<file path="src/rtl/traffic_pkg.sv">
// Shared types and helpers for the intersection controller and its benches.
package traffic_pkg;

   // Two-bit lamp drive code per approach
   typedef enum logic [1:0] {
      OFF    = 2'b00,
      RED    = 2'b01,
      YELLOW = 2'b10,
      GREEN  = 2'b11
   } light_t;

   // Controller phases
   typedef enum logic [2:0] {
      S_GREEN,
      S_YELLOW,
      S_ALLRED,
      S_WALK,
      S_FLASH
   } state_t;

   // Largest of the phase interval lengths, used to size the interval timer
   function automatic int unsigned max_interval(input int unsigned a, input int unsigned b,
                                                input int unsigned c, input int unsigned d,
                                                input int unsigned e);
      int unsigned m;
      m = a;
      if (b > m) m = b;
      if (c > m) m = c;
      if (d > m) m = d;
      if (e > m) m = e;
      return m;
   endfunction

   // Index width that never collapses to zero bits
   function automatic int unsigned clog2_min1(input int unsigned n);
      return (n > 2) ? $clog2(n) : 1;
   endfunction

endpackage

</file>
<file path="src/rtl/interval_timer.sv">
// Tick detector plus restartable tick counter. done_o pulses on the tick that
// completes an interval of len_i ticks; the owner restarts it on every phase change.
module interval_timer #(
   parameter int unsigned C_WIDTH = 3
) (
   input  logic               clk,
   input  logic               rstb,
   input  logic               blink_i,
   input  logic               restart_i,
   input  logic [C_WIDTH-1:0] len_i,
   output logic               done_o
);

   logic               blink_q;
   logic               tick;
   logic [C_WIDTH-1:0] cnt_q;
   logic [C_WIDTH-1:0] cnt_d;
   logic [C_WIDTH:0]   cnt_inc;

   assign tick    = blink_i & ~blink_q;
   assign cnt_inc = {1'b0, cnt_q} + (C_WIDTH + 1)'(1);
   assign done_o  = tick && (cnt_inc == {1'b0, len_i});

   // Next count: restart wins over a coincident tick
   always_comb begin
      cnt_d = cnt_q;
      if (restart_i) begin
         cnt_d = '0;
      end else if (tick) begin
         cnt_d = cnt_inc[C_WIDTH-1:0];
      end
   end

   // Blink history and tick counter
   always_ff @(posedge clk) begin
      if (!rstb) begin
         blink_q <= 1'b0;
         cnt_q   <= '0;
      end else begin
         blink_q <= blink_i;
         cnt_q   <= cnt_d;
      end
   end

endmodule

</file>
<file path="src/rtl/intersection_control.sv">
// N-approach traffic-light controller: round-robin green with traffic-actuated
// extension, latched pedestrian requests served in an all-red walk phase, and a
// flashing-yellow override. All outputs are registered from the next-state values.
module intersection_control
   import traffic_pkg::*;
#(
   parameter int unsigned C_APPROACHES = 4,
   parameter int unsigned C_INT_GREEN  = 6,
   parameter int unsigned C_INT_YELLOW = 2,
   parameter int unsigned C_INT_RED    = 4,
   parameter int unsigned C_INT_WALK   = 4,
   parameter int unsigned C_INT_EXT    = 2,
   parameter int unsigned C_MAX_EXT    = 2,
   localparam int unsigned C_IW = clog2_min1(C_APPROACHES)
) (
   input  logic                      clk,
   input  logic                      rstb,
   input  logic                      blink,
   input  logic                      inMode,
   input  logic [C_APPROACHES-1:0]   inTraffic,
   input  logic [C_APPROACHES-1:0]   inPedestrian,
   output logic [2*C_APPROACHES-1:0] outLight,
   output logic [C_APPROACHES-1:0]   outWalk,
   output logic [C_IW-1:0]           outActive
);

   localparam int unsigned N    = C_APPROACHES;
   localparam int unsigned C_TW = $clog2(max_interval(C_INT_GREEN, C_INT_YELLOW, C_INT_RED,
                                                      C_INT_WALK, C_INT_EXT) + 1);
   localparam int unsigned C_EW = clog2_min1(C_MAX_EXT + 1);

   localparam logic [C_EW-1:0]  C_EXT_LIM = C_EW'(C_MAX_EXT);
   localparam logic [C_IW-1:0]  C_LAST    = C_IW'(N - 1);
   localparam logic [2*N-1:0]   C_ALL_RED = {N{RED}};

   state_t            state_q, state_d;
   logic [C_IW-1:0]   active_q, active_d;
   logic [C_EW-1:0]   ext_q, ext_d;
   logic [N-1:0]      pend_q, pend_d;
   logic [N-1:0]      snap_q, snap_d;
   logic [2*N-1:0]    light_q, light_d;
   logic [N-1:0]      walk_q, walk_d;

   logic [C_TW-1:0]   len;
   logic              done;
   logic              restart;
   logic              ext_restart;

   logic [C_IW-1:0]   next_green;
   logic              ng_found;
   logic [C_IW:0]     ng_sum;

   interval_timer #(
      .C_WIDTH (C_TW)
   ) u_timer (
      .clk       (clk),
      .rstb      (rstb),
      .blink_i   (blink),
      .restart_i (restart),
      .len_i     (len),
      .done_o    (done)
   );

   // Any phase change, an extension, or sitting in FLASH holds the timer at zero
   assign restart = (state_d != state_q) || (state_d == S_FLASH) || ext_restart;

   // Interval length of the current phase
   always_comb begin
      len = C_TW'(C_INT_RED);
      unique case (state_q)
         S_GREEN:  len = (ext_q == '0) ? C_TW'(C_INT_GREEN) : C_TW'(C_INT_EXT);
         S_YELLOW: len = C_TW'(C_INT_YELLOW);
         S_ALLRED: len = C_TW'(C_INT_RED);
         S_WALK:   len = C_TW'(C_INT_WALK);
         S_FLASH:  len = C_TW'(C_INT_RED);
         default:  len = C_TW'(C_INT_RED);
      endcase
   end

   // Round-robin search for the first requesting approach after the current owner
   always_comb begin
      next_green = (active_q == C_LAST) ? '0 : active_q + C_IW'(1);
      ng_found   = 1'b0;
      ng_sum     = '0;
      for (int k = 1; k <= int'(N); k++) begin
         ng_sum = {1'b0, active_q} + (C_IW + 1)'(k);
         if (ng_sum >= (C_IW + 1)'(N)) begin
            ng_sum = ng_sum - (C_IW + 1)'(N);
         end
         if (!ng_found && inTraffic[ng_sum[C_IW-1:0]]) begin
            ng_found   = 1'b1;
            next_green = ng_sum[C_IW-1:0];
         end
      end
   end

   // State register: phase, owner, extension count, pending requests, outputs
   always_ff @(posedge clk) begin
      if (!rstb) begin
         state_q  <= S_ALLRED;
         active_q <= C_LAST;
         ext_q    <= '0;
         pend_q   <= '0;
         snap_q   <= '0;
         light_q  <= C_ALL_RED;
         walk_q   <= '0;
      end else begin
         state_q  <= state_d;
         active_q <= active_d;
         ext_q    <= ext_d;
         pend_q   <= pend_d;
         snap_q   <= snap_d;
         light_q  <= light_d;
         walk_q   <= walk_d;
      end
   end

   // Next-state logic: mode override first, then interval expiry per phase
   always_comb begin
      state_d     = state_q;
      active_d    = active_q;
      ext_d       = ext_q;
      snap_d      = snap_q;
      ext_restart = 1'b0;

      // Served requests drop at walk exit; a new request in the same cycle survives
      pend_d = pend_q;
      if ((state_q == S_WALK) && done) begin
         pend_d = pend_d & ~snap_q;
      end
      if (state_q != S_FLASH) begin
         pend_d = pend_d | inPedestrian;
      end

      if (inMode) begin
         state_d = S_FLASH;
         ext_d   = '0;
         pend_d  = '0;
      end else begin
         unique case (state_q)
            S_GREEN: begin
               if (done) begin
                  if (inTraffic[active_q] && (ext_q != C_EXT_LIM)) begin
                     ext_d       = ext_q + C_EW'(1);
                     ext_restart = 1'b1;
                  end else begin
                     state_d = S_YELLOW;
                  end
               end
            end
            S_YELLOW: begin
               if (done) state_d = S_ALLRED;
            end
            S_ALLRED: begin
               if (done) begin
                  if (|pend_d) begin
                     state_d = S_WALK;
                     snap_d  = pend_d;
                  end else begin
                     state_d  = S_GREEN;
                     active_d = next_green;
                     ext_d    = '0;
                  end
               end
            end
            S_WALK: begin
               if (done) begin
                  state_d  = S_GREEN;
                  active_d = next_green;
                  ext_d    = '0;
                  snap_d   = '0;
               end
            end
            S_FLASH: begin
               state_d = S_ALLRED;
            end
            default: begin
               state_d = S_ALLRED;
            end
         endcase
      end
   end

   // Output decode from the next state so lamps change on the same edge as the phase
   always_comb begin
      light_d = C_ALL_RED;
      walk_d  = '0;
      for (int i = 0; i < int'(N); i++) begin
         if (state_d == S_FLASH) begin
            light_d[2*i +: 2] = blink ? YELLOW : OFF;
         end else if (C_IW'(i) == active_d) begin
            if (state_d == S_GREEN) begin
               light_d[2*i +: 2] = GREEN;
            end else if (state_d == S_YELLOW) begin
               light_d[2*i +: 2] = YELLOW;
            end
         end
      end
      if (state_d == S_WALK) begin
         walk_d = snap_d;
      end
   end

   assign outLight  = light_q;
   assign outWalk   = walk_q;
   assign outActive = active_q;

endmodule

</file>
<file path="config.mk">
export PLATFORM = sky130hd
export DESIGN_NAME = intersection_control
export DESIGN_NICKNAME = d
export VERILOG_FILES = /design/src/rtl/traffic_pkg.sv /design/src/rtl/interval_timer.sv /design/src/rtl/intersection_control.sv
export SDC_FILE = /design/constraint.sdc
export NUM_CORES = 1
export LEC_CHECK = 0
export CORE_MARGIN = 1
export CORE_UTILIZATION = 51
export CTS_BUF_LIST = sky130_fd_sc_hd__clkbuf_2
export DETAILED_ROUTE_END_ITERATION = 8
export PLACE_DENSITY_LB_ADDON = 0.15
export SETUP_SLACK_MARGIN = 0.3
export SLEW_MARGIN = 20
export SYNTH_ARGS = -nofsm -noshare
export SYNTH_HDL_FRONTEND = slang
export SYNTH_SLANG_ARGS = --single-unit
</file>
<file path="constraint.sdc">
create_clock -name clk -period 2.9 [get_ports clk]
set_input_delay 0.29 -clock clk [delete_from_list [all_inputs] [get_ports clk]]
set_output_delay 0.29 -clock clk [all_outputs]
set_load 0.02 [all_outputs]
</file>
Word level (Yosys, flattened, before mapping) --
Cells that the tools add are included.
Storage, ports and cells: flip-flop bits (word level) 31, bits of input ports 12, output and inout bits 14, word-level logic and storage cells 140
Cells by class: add/subtract/negate cells 11, magnitude comparators 9, eq/ne operators 19, multiplexer cells 65, bitwise gates (word level) 6, reduce and logical (&&, ||, !) cells 21
Operators by type and width (count):
- $mux 2 | 30
- $mux 4 | 6
- $mux 3 | 7
- $lt 2x3->1 const B | 5
- $ge 3x3->1 const B | 4
- $mux 1 | 12
- $ne 2x2->1 const B | 6
- $pmux 3 s4 | 1
- $bmux 1 s2 | 5
- $eq 3x2->1 const B | 3
- $pmux 4 s2 | 1
- $sub 2x1->2 const B | 4
- $add 2x2->3 const B | 2
- $eq 3x1->1 const B | 2
- $logic_and 1x1->1 | 6
- $logic_not 3->1 | 2
- $pmux 2 s3 | 1
- $pmux 3 s2 | 1
- $reduce_and 6->1 | 1
- $add 2x1->2 const B | 2
- $add 3x1->4 const B | 1
- $and 4x4->4 | 1
- $eq 2x2->1 const A | 2
- $eq 4x3->1 | 1
- other kinds (19) | 25

Longest topological paths before layout --
depth after elaboration 22, gate-level depth with buffers 12, gate-level depth less buffers 10

Cells and area by module --
A second synthesis with hierarchy kept.
Unflattened totals: cell total of the unflattened synthesis 206, area total of the unflattened synthesis 1709.1 µm²
By module, submodules not included:
- intersection_control | times used 1, cells each 183, area an instance 1476.4 µm², sequential area each 540.5 µm²
- interval_timer | times used 1, cells each 23, area an instance 232.7 µm², sequential area each 80.1 µm²

Worst setup path after synthesis --
No wires, ideal clock.
kind register to register, start register u_timer.cnt_q[0], end register light_q[0], in the netlist outLight[0], library setup time 0.123 ns, data arrival time 2.580 ns, required time 2.777 ns, setup slack 0.197 ns, stages on the path, launching flop included 10, path buffers 0, clock period less this slack 2.703 ns, cells stage by stage dfxtp_1 > ha_1 > nor3b_2 > and4_2 > a41oi_2 > a211o_1 > or4_4 > a32oi_4 > and2b_1 > a21oi_1
On the way: longest elaborated chain between the ends 17, elaborated cells between the ends (all ways) 28, those cells by class add/sub (1); eq/ne (3); mux (18); bitwise (1); reduce/logical (5)
RTL lines:
- from (decl) | RTL line interval_timer.sv:16 | logic [C_WIDTH-1:0] cnt_q;
- from (signal assigned) | RTL line interval_timer.sv:41 | cnt_q <= cnt_d;
- $add 3x1->4 * | RTL line interval_timer.sv:21 | assign cnt_inc = {1'b0, cnt_q} + (C_WIDTH + 1)'(1);
- named net u_timer.cnt_inc[1] | RTL line interval_timer.sv:18 | logic [C_WIDTH:0] cnt_inc;
- $eq 4x3->1 * | RTL line interval_timer.sv:22 | assign done_o = tick && (cnt_inc == {1'b0, len_i});
- $logic_and 1x1->1 * | RTL line interval_timer.sv:22
- $logic_and 1x1->1 | RTL line intersection_control.sv:128 | if ((state_q == S_WALK) && done) begin
- $mux 4 | RTL line intersection_control.sv:128
- $or 4x4->4 | RTL line intersection_control.sv:132 | pend_d = pend_d | inPedestrian;
- $mux 4 | RTL line intersection_control.sv:131 | if (state_q != S_FLASH) begin
- (+2 left out)
- $mux 3 | RTL line intersection_control.sv:155 | if (done) begin
- $pmux 3 s4 | RTL line intersection_control.sv:140 | unique case (state_q)
- $mux 3 | RTL line intersection_control.sv:135 | if (inMode) begin
- $eq 3x1->1 | RTL line intersection_control.sv:194 | end else if (state_d == S_YELLOW) begin
- $mux 2 | RTL line intersection_control.sv:194
- $mux 2 | RTL line intersection_control.sv:192 | if (state_d == S_GREEN) begin
- $mux 2 | RTL line intersection_control.sv:191 | end else if (C_IW'(i) == active_d) begin
- $mux 2 * | RTL line intersection_control.sv:189 | if (state_d == S_FLASH) begin
- to (signal assigned) | RTL line intersection_control.sv:113 | light_q <= light_d;
- to (decl) | RTL line intersection_control.sv:41 | logic [2*N-1:0] light_q, light_d;
The timed path passes the listed nets; every way through them passes the cells marked *. A chain may end at the register's enable or synchronous reset.

Final worst setup path --
start register u_timer.cnt_q[1], end register light_q[2], in the netlist outLight[2]
On the way: longest elaborated chain between the ends 17, elaborated cells between the ends (all ways) 28, those cells by class add/sub (1); eq/ne (4); mux (18); bitwise (1); reduce/logical (4)
RTL lines:
- $add 3x1->4 * | RTL line interval_timer.sv:21
- $eq 4x3->1 * | RTL line interval_timer.sv:22
- $logic_and 1x1->1 * | RTL line interval_timer.sv:22
- $logic_and 1x1->1 | RTL line intersection_control.sv:128
- $mux 4 | RTL line intersection_control.sv:128
- $or 4x4->4 | RTL line intersection_control.sv:132
- $mux 4 | RTL line intersection_control.sv:131
- $reduce_or 4->1 | RTL line intersection_control.sv:156 | if (|pend_d) begin
- $mux 2 | RTL line intersection_control.sv:156
- $mux 3 | RTL line intersection_control.sv:155
- $pmux 3 s4 | RTL line intersection_control.sv:140
- $mux 3 | RTL line intersection_control.sv:135
- $eq 3x1->1 | RTL line intersection_control.sv:194
- $mux 2 | RTL line intersection_control.sv:194
- $mux 2 | RTL line intersection_control.sv:192
- $mux 2 | RTL line intersection_control.sv:191
- $mux 2 * | RTL line intersection_control.sv:189
Every way passes the cells marked *; elsewhere a longest branch is shown, timed or not.

==> flow_metrics.tcl <==
set metrics [dict create \
    status "completed" \
    worst-slew-pin-transition_ps 698 \
    dr_total_vias 1767 \
    worst_clock_skew_ps 18.9 \
    viasPerCell 5.79 \
    finish.cell_count_without_fillers 305 \
    achievable-frequency_mhz 376 \
    cts-buffers-inserted 5 \
    clk-insertion-delay-late_ps 370 \
    min_path_type "reg2reg" \
    dp_hpwl_um 3300 \
    number_of_antenna_violations_at_the_first_check_in_global_routing 0 \
    diodes_inserted 0 \
    async_set_or_reset_register_ratio_after_synthesis_pct 0 \
    synth.largest_area_cell "dfxtp_1" \
    top_fanout_value_on_the_critical_path 4 \
    die-height_um 62.7 \
    holdPathStages 2 \
    core_region_area_um2 3440 \
    worst_setup_hold_path_clk_slew_ps 150 \
    first_global_vias 1726 \
    count_of_final_setup_violators 0 \
    io-pin-count 26 \
    die_width_um 62.7 \
    worstPathArrival_ps 2920 \
    synth_top_cells_by_count "31 x dfxtp_1, 19 x nor2_1, 14 x a21oi_1" \
    synthesis.area_um2 1880 \
    number_of_endpoints_with_negative_hold_slack_in_the_final_report 0 \
    postSynthRegisterBits 31 \
    final_nets 275 \
    final_layout_size_suffix_gt1_share_pct 29.0 \
    critical_path_endpoint_category "flip-flop" \
    num_rows 21 \
    pre_cts_ws_ps 1.02 \
    tns_ps 0 \
    max-clock-path-buffers 2 \
    critPathLaunchType "flip-flop" \
    grt_setup_unrepaired "true" \
    synth_area_per_cell_um2 8.90 \
    worst-r2r-setup-slack_ps 240 \
    synthFlopType "dfxtp_1" \
    maxSlewViolCount 0 \
    max_cap_violation_count 0 \
    slew_headroom_pct 52.9 \
    power_leakage_nw 0.959 \
    synth_top_area_share_pct 33.0 \
    synth.yosys.seq_area_share_pct 33.0 \
    port_buffers 25 \
    post-route-period-util_pct 91.8 \
    initial_utilization_pct 54.6 \
    place.gp.congestion 0.800 \
    syn_nets 227 \
    tritoncts_num_sinks 31 \
    pwr_density_cell_nw_per_um2 306 \
    drt-initial-drc-count 112 \
    synth_edf_count 0 \
    global_route_congestion_overflow_total 0 \
    total_drc_errors_in_the_routed_layout 0 \
    grt_first_pass_wirelength_um 7970 \
    placedCellCount 285 \
    wirelength_per_cell_um 15.7 \
    groute.usage.overall_pct 25.3 \
    largest_net_degree_at_the_start_of_global_routing 14 \
    irDropWorstVdd_mv 0.283 \
    netlist_top_cells_area "dfxtp_1 33%, and2_1 4.0%, nor2_1 3.8%" \
    dieArea_um2 3930 \
    clock_h_tree_levels 2 \
    postRouteAntennaNets 0 \
    layout_min_cycle_time_ps 2660 \
    wl_um 4780 \
    n_fill_cell 246 \
    setup.worst_path.class "reg2reg" \
    synth.distinct_cells 63 \
    ff2ff_path_depth 11 \
    yosysWarnings 0 \
    tritoncts "done" \
    cp.required_ps 3160 \
    area.growth.synth_to_final_pct 35.6 \
    yosys.cell_count.top_type "dfxtp_1" \
    synthesis.instances 211 \
    number_of_hold_repair_buffers_added_at_the_cts_stage 0 \
    cts_root_buffer "clkbuf_2" \
    worst_slack_ps 239 \
    drt_first_pass_iters 4 \
]
==> metrics by stage <==
step / utilization (%) / hold WS, ps / total power (W) / cell area [um^2]
after floorplan: - / 386 / 0.000527 / 1910
after global placement: 65.9 / 420 / 0.000571 / 2270
after detailed placement: 65.9 / 432 / 0.000575 / 2270
after CTS: 72.5 / 543 / 0.000781 / 2500
after global routing: 74.0 / 559 / 0.000817 / 2550
final: 74.0 / 536 / 0.000780 / 2550
==> state kept, by name (all words and copies together), names as in the netlist <==
register / count
pend_q: 4
u_timer.blink_q: 1
outLight: 8
u_timer.cnt_q: 3
outWalk: 4
outActive: 2
snap_q: 4
state_q: 3
ext_q: 2
==> power breakdown <==
| group | internal (W) | total [W] | switching, W |
|---|---|---|---|
| clock network | 0.0000509 | 0.000195 | 0.000144 |
| registers | 0.000437 | 0.000446 | 0.00000975 |
| logic | 0.0000666 | 0.000138 | 0.0000717 |
| total | 0.000554 | 0.000780 | 0.000226 |
==> timing repair <==
action,4_1_cts,5_1_grt
gates resized for setup,21,7
setup endpoints to repair,18,22
pin swaps,19,12
setup buffers,10,3
==> logic make-up (layout without fill, tap and decap cells) <==
group	Yosys count	count (layout)	synth area share, %
mux	5	5	3.33
fa+ha+maj	4	4	2.66
flops	31	31	33.0
simple gates	77	77	24.3
compound gates	64	64	28.9
xor+xnor	4	4	1.87
buf+inv	26	74	5.93
==> cells in the final DEF, fill, tap and decap left out, drive strengths merged, types with 3 or more instances in the layout <==
master	n
a41oi	3
a21oi	15
nand2	9
a211oi	5
o311ai	5
clkbuf	5
nor2	20
nand2b	4
buf	28
and4	3
nand4	3
nor2b	5
clkdlybuf4s50	25
ha	4
o21ai	15
inv	14
or4	3
o22ai	3
xnor2	3
nand3	4
dfxtp	31
mux2i	4
and2	12
==> worst max-delay path, stage by stage, from the launching register on <==
cell and delay (ps):
dfxtp_4 390, ha_4 170, xnor2_2 130, or4_4 540, buf_6 160, a41oi_4 270
or2_4 200, o21ai_2 50, buf_4 150, a32oi_4 260, and2b_1 180, a21oi_1 60
==> area by class of cell <==
class | count | area, um^2 | area share (%)
sequential | 31 | 629 | 24.7
tap | 46 | 57.6 | 2.26
inverter | 14 | 52.6 | 2.06
multi-input combinational | 154 | 1300 | 51.1
clock inverter | 2 | 8.76 | 0.344
timing repair buffer | 53 | 472 | 18.5
clock buffer | 5 | 25.0 | 0.983
==> worst paths after layout <==
| check | to | start |
|---|---|---|
| setup reg to reg | outLight[2] | u_timer.cnt_q[1] |
| hold / removal | ext_q[0] | ext_q[0] |
| hold reg to reg | ext_q[0] | ext_q[0] |
| setup / recovery | outLight[2] | u_timer.cnt_q[1] |
==> metal layers <==
metal	vias to the layer above	part of all wire, %	track usage (%)
met5	-	0	0
met4	0	0.92	6.40
met3	6	4.0	4.93
met2	53	50	42.8
met1	840	46	32.8
li1	868	-	-
Note: power is estimated with default switching activity, not from simulation.
